===== src/rtl/stream_max_pool_pkg.sv =====
// -----------------------------------------------------------------------------
// max_pool_pkg
// Shared types and helpers for the streaming max-pool engine.
//   PIX_W        : widest lane the compare helper handles (19 bits).
//   DEF_*        : default geometry of the pooler.
//   OUT_W/OUT_H  : pooled image size for the default geometry.
//   cnt_w()      : counter width for a 0..n-1 counter (never 0 bits).
//   max2()       : lane maximum; two's-complement when
//                  STREAM_MAX_POOL_SIGNED_EN is defined, unsigned otherwise.
// -----------------------------------------------------------------------------
package max_pool_pkg;

  localparam int PIX_W      = 19;
  localparam int DEF_NUM_CH = 1;
  localparam int DEF_POOL_K = 2;
  localparam int DEF_IMG_W  = 28;
  localparam int DEF_IMG_H  = 28;

  function automatic int cnt_w(input int n);
    return (n > 1) ? $clog2(n) : 1;
  endfunction

  localparam int OUT_W    = DEF_IMG_W / DEF_POOL_K;
  localparam int OUT_H    = DEF_IMG_H / DEF_POOL_K;
  localparam int OUT_W_CW = cnt_w(OUT_W);
  localparam int OUT_H_CW = cnt_w(OUT_H);

  typedef logic [PIX_W-1:0] pix_t;
  typedef pix_t [DEF_NUM_CH-1:0] vec_t;

  function automatic pix_t max2(input pix_t a, input pix_t b);
`ifdef STREAM_MAX_POOL_SIGNED_EN
    return ($signed(a) >= $signed(b)) ? a : b;
`else
    return (a >= b) ? a : b;
`endif
  endfunction

endpackage


===== src/rtl/stream_max_pool_if.sv =====
// -----------------------------------------------------------------------------
// stream_max_pool_if
// Input and output streams of the max-pool engine.
//   pool_in_valid/ready/data    : raster-order pixels, NUM_CH lanes per beat
//   pool_out_valid/ready/data   : pooled pixels
//   pool_out_last               : marks the final pooled pixel of a frame
// Handshake: a beat transfers on a rising clock edge where valid && ready;
// the source holds valid and data stable until that edge, and ready may
// depend combinationally on the sink's state but never on valid.
// Modports: master = stream source/sink (testbench side), slave = pooler.
// -----------------------------------------------------------------------------
interface stream_max_pool_if #(
  parameter int OPERAND_WDTH = 19,
  parameter int NUM_CH       = 1
);
  logic                                    pool_in_valid;
  logic                                    pool_in_ready;
  logic [NUM_CH-1:0][OPERAND_WDTH-1:0]     pool_in_data;
  logic                                    pool_out_valid;
  logic                                    pool_out_ready;
  logic [NUM_CH-1:0][OPERAND_WDTH-1:0]     pool_out_data;
  logic                                    pool_out_last;

  modport master (
    output pool_in_valid, pool_in_data, pool_out_ready,
    input  pool_in_ready, pool_out_valid, pool_out_data, pool_out_last
  );

  modport slave (
    input  pool_in_valid, pool_in_data, pool_out_ready,
    output pool_in_ready, pool_out_valid, pool_out_data, pool_out_last
  );
endinterface


===== src/rtl/stream_max_pool_line_buf.sv =====
// -----------------------------------------------------------------------------
// pool_line_buf
// Partial-maximum line buffer: one word of NUM_CH lanes per pooled column.
// Ports:
//   clk    : clock
//   we     : write enable
//   waddr  : write column
//   wdata  : write word (all lanes)
//   raddr  : read column (asynchronous read)
//   rdata  : read word
// Contents are not reset; every column is written on the top window row
// before it is read back.
// -----------------------------------------------------------------------------
module pool_line_buf #(
  parameter int OPERAND_WDTH = 19,
  parameter int NUM_CH       = 1,
  parameter int DEPTH        = 14,
  parameter int ADDR_W       = 4
) (
  input  logic                                clk,
  input  logic                                we,
  input  logic [ADDR_W-1:0]                   waddr,
  input  logic [NUM_CH-1:0][OPERAND_WDTH-1:0] wdata,
  input  logic [ADDR_W-1:0]                   raddr,
  output logic [NUM_CH-1:0][OPERAND_WDTH-1:0] rdata
);

  logic [NUM_CH*OPERAND_WDTH-1:0] mem [DEPTH];

  always_ff @(posedge clk) begin
    if (we) begin
      mem[waddr] <= wdata;
    end
  end

  assign rdata = mem[raddr];

endmodule


===== src/rtl/stream_max_pool.sv =====
// -----------------------------------------------------------------------------
// stream_max_pool
// Streaming POOL_K x POOL_K, stride-POOL_K max pooling over raster-order
// pixels with NUM_CH parallel lanes.
// Ports:
//   pool_clk : clock, rising edge
//   pool_rst : synchronous active-high reset
//   bus      : stream_max_pool_if.slave (input stream, pooled output stream)
// Build option: define STREAM_MAX_POOL_SIGNED_EN for two's-complement
// compares; the default build compares unsigned magnitudes.
// Datapath: hacc folds a window row horizontally, the line buffer folds rows
// vertically per pooled column, and the bottom-right pixel of each window
// loads the output register, so a result appears one cycle after that pixel.
// -----------------------------------------------------------------------------
module stream_max_pool
  import max_pool_pkg::*;
#(
  parameter int OPERAND_WDTH = 19,
  parameter int NUM_CH       = 1,
  parameter int POOL_K       = 2,
  parameter int IMG_W        = 28,
  parameter int IMG_H        = 28
) (
  input logic               pool_clk,
  input logic               pool_rst,
  stream_max_pool_if.slave  bus
);

  localparam int N_OCOL = IMG_W / POOL_K;
  localparam int N_OROW = IMG_H / POOL_K;
  localparam int WC_W   = cnt_w(POOL_K);
  localparam int OC_W   = cnt_w(N_OCOL);
  localparam int OR_W   = cnt_w(N_OROW);

  if ((IMG_W % POOL_K) != 0) begin : g_bad_img_w
    $error("stream_max_pool: IMG_W must be a multiple of POOL_K");
  end
  if ((IMG_H % POOL_K) != 0) begin : g_bad_img_h
    $error("stream_max_pool: IMG_H must be a multiple of POOL_K");
  end
  if (POOL_K < 2 || POOL_K > 4) begin : g_bad_k
    $error("stream_max_pool: POOL_K must be in 2..4");
  end
  if (OPERAND_WDTH > PIX_W) begin : g_bad_w
    $error("stream_max_pool: OPERAND_WDTH exceeds the compare lane width");
  end

  typedef logic [OPERAND_WDTH-1:0] lane_t;
  typedef lane_t [NUM_CH-1:0]      lanes_t;

  // Lanes narrower than the shared compare width are extended according to
  // the compare mode so the package helper orders them correctly.
  function automatic lane_t lane_max(input lane_t a, input lane_t b);
`ifdef STREAM_MAX_POOL_SIGNED_EN
    return lane_t'(max2(pix_t'($signed(a)), pix_t'($signed(b))));
`else
    return lane_t'(max2(pix_t'(a), pix_t'(b)));
`endif
  endfunction

  logic [WC_W-1:0] wcol;
  logic [WC_W-1:0] wrow;
  logic [OC_W-1:0] ocol;
  logic [OR_W-1:0] orow;

  lanes_t hacc;
  lanes_t h_new;
  lanes_t pb_rd;
  lanes_t vert;

  logic accept;
  logic wcol_end;
  logic ocol_end;
  logic wrow_end;
  logic orow_end;
  logic win_done;
  logic load;
  logic pb_we;

  logic   out_valid;
  logic   out_last;
  lanes_t out_data;

  // No bubble: a held result that is being taken this cycle frees the slot.
  assign bus.pool_in_ready = !out_valid || bus.pool_out_ready;
  assign accept            = bus.pool_in_valid && bus.pool_in_ready;

  assign wcol_end = (wcol == WC_W'(POOL_K - 1));
  assign wrow_end = (wrow == WC_W'(POOL_K - 1));
  assign ocol_end = (ocol == OC_W'(N_OCOL - 1));
  assign orow_end = (orow == OR_W'(N_OROW - 1));

  assign win_done = accept && wcol_end;
  assign pb_we    = win_done && !wrow_end;
  assign load     = win_done && wrow_end;

  // h_new is the running row maximum including the current beat; at the
  // last window column it is the window-row value v.
  always_comb begin
    h_new = '0;
    vert  = '0;
    for (int c = 0; c < NUM_CH; c++) begin
      h_new[c] = (wcol == '0) ? bus.pool_in_data[c]
                              : lane_max(hacc[c], bus.pool_in_data[c]);
      vert[c]  = (wrow == '0) ? h_new[c] : lane_max(pb_rd[c], h_new[c]);
    end
  end

  always_ff @(posedge pool_clk) begin
    if (pool_rst) begin
      wcol <= '0;
      ocol <= '0;
      wrow <= '0;
      orow <= '0;
      hacc <= '0;
    end else if (accept) begin
      hacc <= h_new;
      wcol <= wcol_end ? '0 : wcol + WC_W'(1);
      if (wcol_end) begin
        ocol <= ocol_end ? '0 : ocol + OC_W'(1);
        if (ocol_end) begin
          wrow <= wrow_end ? '0 : wrow + WC_W'(1);
          if (wrow_end) begin
            orow <= orow_end ? '0 : orow + OR_W'(1);
          end
        end
      end
    end
  end

  pool_line_buf #(
    .OPERAND_WDTH (OPERAND_WDTH),
    .NUM_CH       (NUM_CH),
    .DEPTH        (N_OCOL),
    .ADDR_W       (OC_W)
  ) u_line_buf (
    .clk   (pool_clk),
    .we    (pb_we),
    .waddr (ocol),
    .wdata (vert),
    .raddr (ocol),
    .rdata (pb_rd)
  );

  // A new result always wins over clearing: load only happens when the slot
  // is empty or being drained this same cycle.
  always_ff @(posedge pool_clk) begin
    if (pool_rst) begin
      out_valid <= 1'b0;
      out_data  <= '0;
      out_last  <= 1'b0;
    end else if (load) begin
      out_valid <= 1'b1;
      out_data  <= vert;
      out_last  <= ocol_end && orow_end;
    end else if (out_valid && bus.pool_out_ready) begin
      out_valid <= 1'b0;
      out_data  <= '0;
      out_last  <= 1'b0;
    end
  end

  assign bus.pool_out_valid = out_valid;
  assign bus.pool_out_data  = out_data;
  assign bus.pool_out_last  = out_last;

endmodule


===== src/flat_wrapper.sv =====
// flat-port wrapper written by rule: the top's interface ports become plain ports
module stream_max_pool_flat import max_pool_pkg::*;
#(
  parameter int OPERAND_WDTH = 19,
  parameter int NUM_CH       = 1,
  parameter int POOL_K       = 2,
  parameter int IMG_W        = 28,
  parameter int IMG_H        = 28
)
  (pool_clk, pool_rst, bus_pool_in_valid, bus_pool_in_data, bus_pool_out_ready, bus_pool_in_ready, bus_pool_out_valid, bus_pool_out_data, bus_pool_out_last);
  stream_max_pool_if #(.OPERAND_WDTH(OPERAND_WDTH), .NUM_CH(NUM_CH)) bus_i ();
  input logic pool_clk;
  input logic pool_rst;
  input wire logic [$bits(bus_i.pool_in_valid)-1:0] bus_pool_in_valid;
  input wire logic [$bits(bus_i.pool_in_data)-1:0] bus_pool_in_data;
  input wire logic [$bits(bus_i.pool_out_ready)-1:0] bus_pool_out_ready;
  output wire logic [$bits(bus_i.pool_in_ready)-1:0] bus_pool_in_ready;
  output wire logic [$bits(bus_i.pool_out_valid)-1:0] bus_pool_out_valid;
  output wire logic [$bits(bus_i.pool_out_data)-1:0] bus_pool_out_data;
  output wire logic [$bits(bus_i.pool_out_last)-1:0] bus_pool_out_last;
  assign bus_i.pool_in_valid = bus_pool_in_valid;
  assign bus_i.pool_in_data = bus_pool_in_data;
  assign bus_i.pool_out_ready = bus_pool_out_ready;
  assign bus_pool_in_ready = bus_i.pool_in_ready;
  assign bus_pool_out_valid = bus_i.pool_out_valid;
  assign bus_pool_out_data = bus_i.pool_out_data;
  assign bus_pool_out_last = bus_i.pool_out_last;
  stream_max_pool #(.OPERAND_WDTH(OPERAND_WDTH), .NUM_CH(NUM_CH), .POOL_K(POOL_K), .IMG_W(IMG_W), .IMG_H(IMG_H)) u_core (.pool_clk(pool_clk), .pool_rst(pool_rst), .bus(bus_i));
endmodule

===== config.mk =====
export PLATFORM = sky130hd
export DESIGN_NAME = stream_max_pool_flat
export DESIGN_NICKNAME = d
export VERILOG_FILES = /design/src/rtl/stream_max_pool_pkg.sv /design/src/rtl/stream_max_pool_if.sv /design/src/rtl/stream_max_pool_line_buf.sv /design/src/rtl/stream_max_pool.sv /design/src/flat_wrapper.sv
export SDC_FILE = /design/constraint.sdc
export NUM_CORES = 1
export LEC_CHECK = 0
export BUFFER_PORTS_ARGS = -buffer_cell sky130_fd_sc_hd__buf_2
export CELL_PAD_IN_SITES_DETAIL_PLACEMENT = 2
export CELL_PAD_IN_SITES_GLOBAL_PLACEMENT = 2
export CORE_MARGIN = 2
export CORE_UTILIZATION = 35
export CTS_CLUSTER_DIAMETER = 120
export DETAILED_ROUTE_END_ITERATION = 12
export GPL_TIMING_DRIVEN = 0
export PLACE_DENSITY_LB_ADDON = 0.1
export SETUP_SLACK_MARGIN = 0.4
export SLEW_MARGIN = 20
export SYNTH_ARGS = -nofsm -noshare
export SYNTH_HDL_FRONTEND = slang
export SYNTH_HIERARCHICAL = 1
export SYNTH_SLANG_ARGS = --single-unit

===== constraint.sdc =====
create_clock -name pool_clk -period 14 [get_ports pool_clk]
set_clock_uncertainty 0.05 [all_clocks]
set_input_delay 1.4 -clock pool_clk [delete_from_list [all_inputs] [get_ports pool_clk]]
set_output_delay 1.4 -clock pool_clk [all_outputs]
set_load 0.03 [all_outputs]

==> results.md <==
- Status: complete, no violations
- Crit start category: primary input
- Initial core utilization: 35.4%
- Synth warnings: 6
- Mapped Cells: 889
- MaxCap Viol Count: 0
- Final #Nets: 1059
- P&R area growth vs syn: 17.8%
- CP Max Fanout: 14
- Worst hold path type: register to register
- Mean Syn Cell Area: 15.8 um2
- Vias: 8200
- Pwr dens: 132 mW/mm2
- P_leak: 5.48 nW
- CTS root buf: clkbuf_16
- First-pass GRT wire length: 57700 um
- # diodes: 0
- CP arrival: 6.53 ns
- CTS sink cnt: 316
- Peak supply drop: 0.0000994 V
- Ys flop type: edfxtp_1
- Die height: 204 um
- Crit path kind: primary input to register
- Worst Path Required: 14.11 ns
- GR Overflow Total: 0
- Levels on crit path: 18
- Pre-antenna DRT Iters: 4
- Worst-Margin Slew: 1.05 ns
- Post-Route WL: 37300 um
- Hold path cells: 2
- Vias in the first global route: 9081
- Max H-tree Level: 2
- Row count: 73
- Final hold viol count: 0
- Mapped cell area: 0.0140 mm2
- RD Place Congestion: 0.712
- Die extent in x: 204 um
- Synth async-reset ratio: 0%
- Unrepaired setup endpoints after global routing: no
- Number of enable flip-flop cells after synthesis: 266
- Setup_tns: 0 ns
- Final Util: 41.7%
- Largest net degree at the start of global routing: 20
- Reg2reg path depth: 16
- Post-route minimum period: 6.42 ns
- Syn nets: 950
- Crit. End Element: register
- Crit path cell chain: buf_2, inv_1, ha_1, nand4_1, nor4_1, o211ai_1, nand3_2, buf_6, mux2_2, inv_1, ha_1, nand2b_4, a211o_1, a211oi_2, o22ai_2, buf_6, buf_2, o31ai_2
- GR Util All Layers: 18.5%
- IO Count: 45
- Post-DR wirelength/cell: 24.1 um
- Register area share after synthesis: 64.1%
- CTS Hold Buffers Added: 0
- Port Buffers: 43
- Total CTS buffers: 36
- Critical-path cell with the highest stage delay: o31ai_2
- Distinct cells, synth: 50
- Final setup fails: 0
- Worst-skew pair later-pin latency: 0.52 ns
- Placement Cell Area: 0.0153 mm2
- Max clock buf depth: 3
- Worst slew margin: 29.7%
- Fin area: 0.0165 mm2
- Total die area: 0.0417 mm2
- Share of layout cells above drive strength 1: 28.6%
- Max-slew violations: 0
- Post_cts resized: 0
- Drt drc: 0
- Placed Cells: 1485
- Core area: 0.0396 mm2
- Setup bufs post-CTS: 0
- Highest clock rate: 0.156 GHz
- Clk slew on worst S/H paths: 0.06 ns
- Largest stage delay, worst path: 0.90 ns
- Iteration-0 DRC Markers: 349
- WP buf/inv: 6
- Yosys reg bits: 316
- Initial antenna violation count: 0
- TritonCTS clock tree: done
- CP delay by family, top: compound AO/OA/AOI/OAI gates
- Period utilization: 45.8%
- DR vias/cell: 5.30
- Routed Antenna Nets: 0
- Layout Cells excl Fill: 1548
- Hpwl dp: 26800 um
-- final timing paths --
kind | startpoint | to | slack (ns)
setup / recovery | bus_pool_in_data[14] | u_core/u_line_buf/mem[3][17] | 7.58
hold / removal | u_core/bus.pool_out_data[9] | u_core/bus.pool_out_data[9] | 0.43
setup reg to reg | u_core/hacc[18] | u_core/u_line_buf/mem[3][17] | 8.26
hold reg to reg | u_core/bus.pool_out_data[9] | u_core/bus.pool_out_data[9] | 0.43
-- cells by family after synthesis --
group                    synth area share, %
adder cells (fa/ha/maj)                 3.39
buffers and inverters                   3.22
XOR/XNOR                               0.250
flip-flops                              64.1
AND/OR/NAND/NOR                         4.15
AO/OA/AOI/OAI                           8.41
multiplexers                            16.4
-- synthesized netlist by cell type (2+ instances only) --
master	count	area (um2)
inv_1	21	78.8
xor2_1	3	26.3
buf_6	6	67.6
clkbuf_1	28	105
buf_4	5	37.5
nand3_1	4	20.0
o21ai_0	28	140
nand4_1	4	25.0
mux2i_1	59	591
nand2_1	38	143
nand4b_1	2	17.5
mux4_2	57	1280
nor3_1	4	20.0
a21oi_1	41	205
mux2_2	38	428
nand2b_1	4	25.0
a211oi_1	21	158
buf_12	4	80.1
o211ai_2	10	125
buf_2	12	60.1
edfxtp_1	266	7990
buf_1	2	7.51
nor3b_1	2	15.0
o31ai_1	19	143
nand3b_1	3	22.5
dfxtp_1	50	1000
o21a_1	2	15.0
nor2_1	49	184
o22ai_1	19	119
o211ai_1	30	225
and4_1	2	17.5
ha_1	38	475
-- final cells by class --
| cell class | count | area [um2] |
|---|---|---|
| plain buffers | 58 | 373 |
| clock buffers | 47 | 1010 |
| clock inverters | 16 | 144 |
| fillers | 3865 | 23100 |
| inverters | 21 | 78.8 |
| multi-input cells | 494 | 4780 |
| flip-flops and latches | 316 | 8990 |
| well taps | 525 | 657 |
| repair buffers | 71 | 478 |
-- power breakdown --
part           leakage [nW]  internal, mW  switching, mW
Clock                 0.570         0.562          0.365
Sequential             2.80          1.05        0.00751
Combinational          2.10        0.0828          0.123
Total                  5.48          1.69          0.496
-- tightest hold or removal path, stage by stage (launching register included) --
cell and delay, ns:
dfxtp_1 0.32, nand2_1 0.07, o211ai_2 0.06
-- registers in the layout, indices dropped and copies added, names as in the netlist --
signal and flops:
u_core/orow 4, u_core/bus.pool_out_last 1, u_core/hacc 19, u_core/u_line_buf/mem 266, u_core/wcol 1, u_core/ocol 4, u_core/bus.pool_out_data 19, u_core/wrow 1
u_core/bus.pool_out_valid 1
-- through the flow --
step	setup WS (ns)	hold slack, ns	power (mW)
after global placement	6.26	0.418	1.26
final	7.58	0.433	2.19
after detailed placement	6.75	0.422	1.28
after floorplan	8.47	0.413	1.20
after global routing	7.13	0.472	2.27
after CTS	7.27	0.437	2.22
-- per-layer routing --
metal	GRT usage, %	part of all wire (%)	up-vias
met5	0	0	-
met4	3.86	1.6	0
met3	2.68	3.2	42
met2	32.4	51	109
met1	24.3	45	4292
li1	-	-	3757
-- cells in the final DEF (no fill, tap or decap), drive strengths merged, types with 4 or more instances in the layout --
cell and n:
edfxtp 266, buf 101, clkbuf 75, mux2i 59, mux4 57, dfxtp 50, nor2 49, a21oi 41
o211ai 40, nand2 38, mux2 38, ha 38, o21ai 28, a211oi 22, inv 21, o22ai 20
o31ai 19, clkinv 13, nand3 5, nand2b 5, nand4 4, nor3 4
No activity file was read; power rests on OpenSTA's default activity.
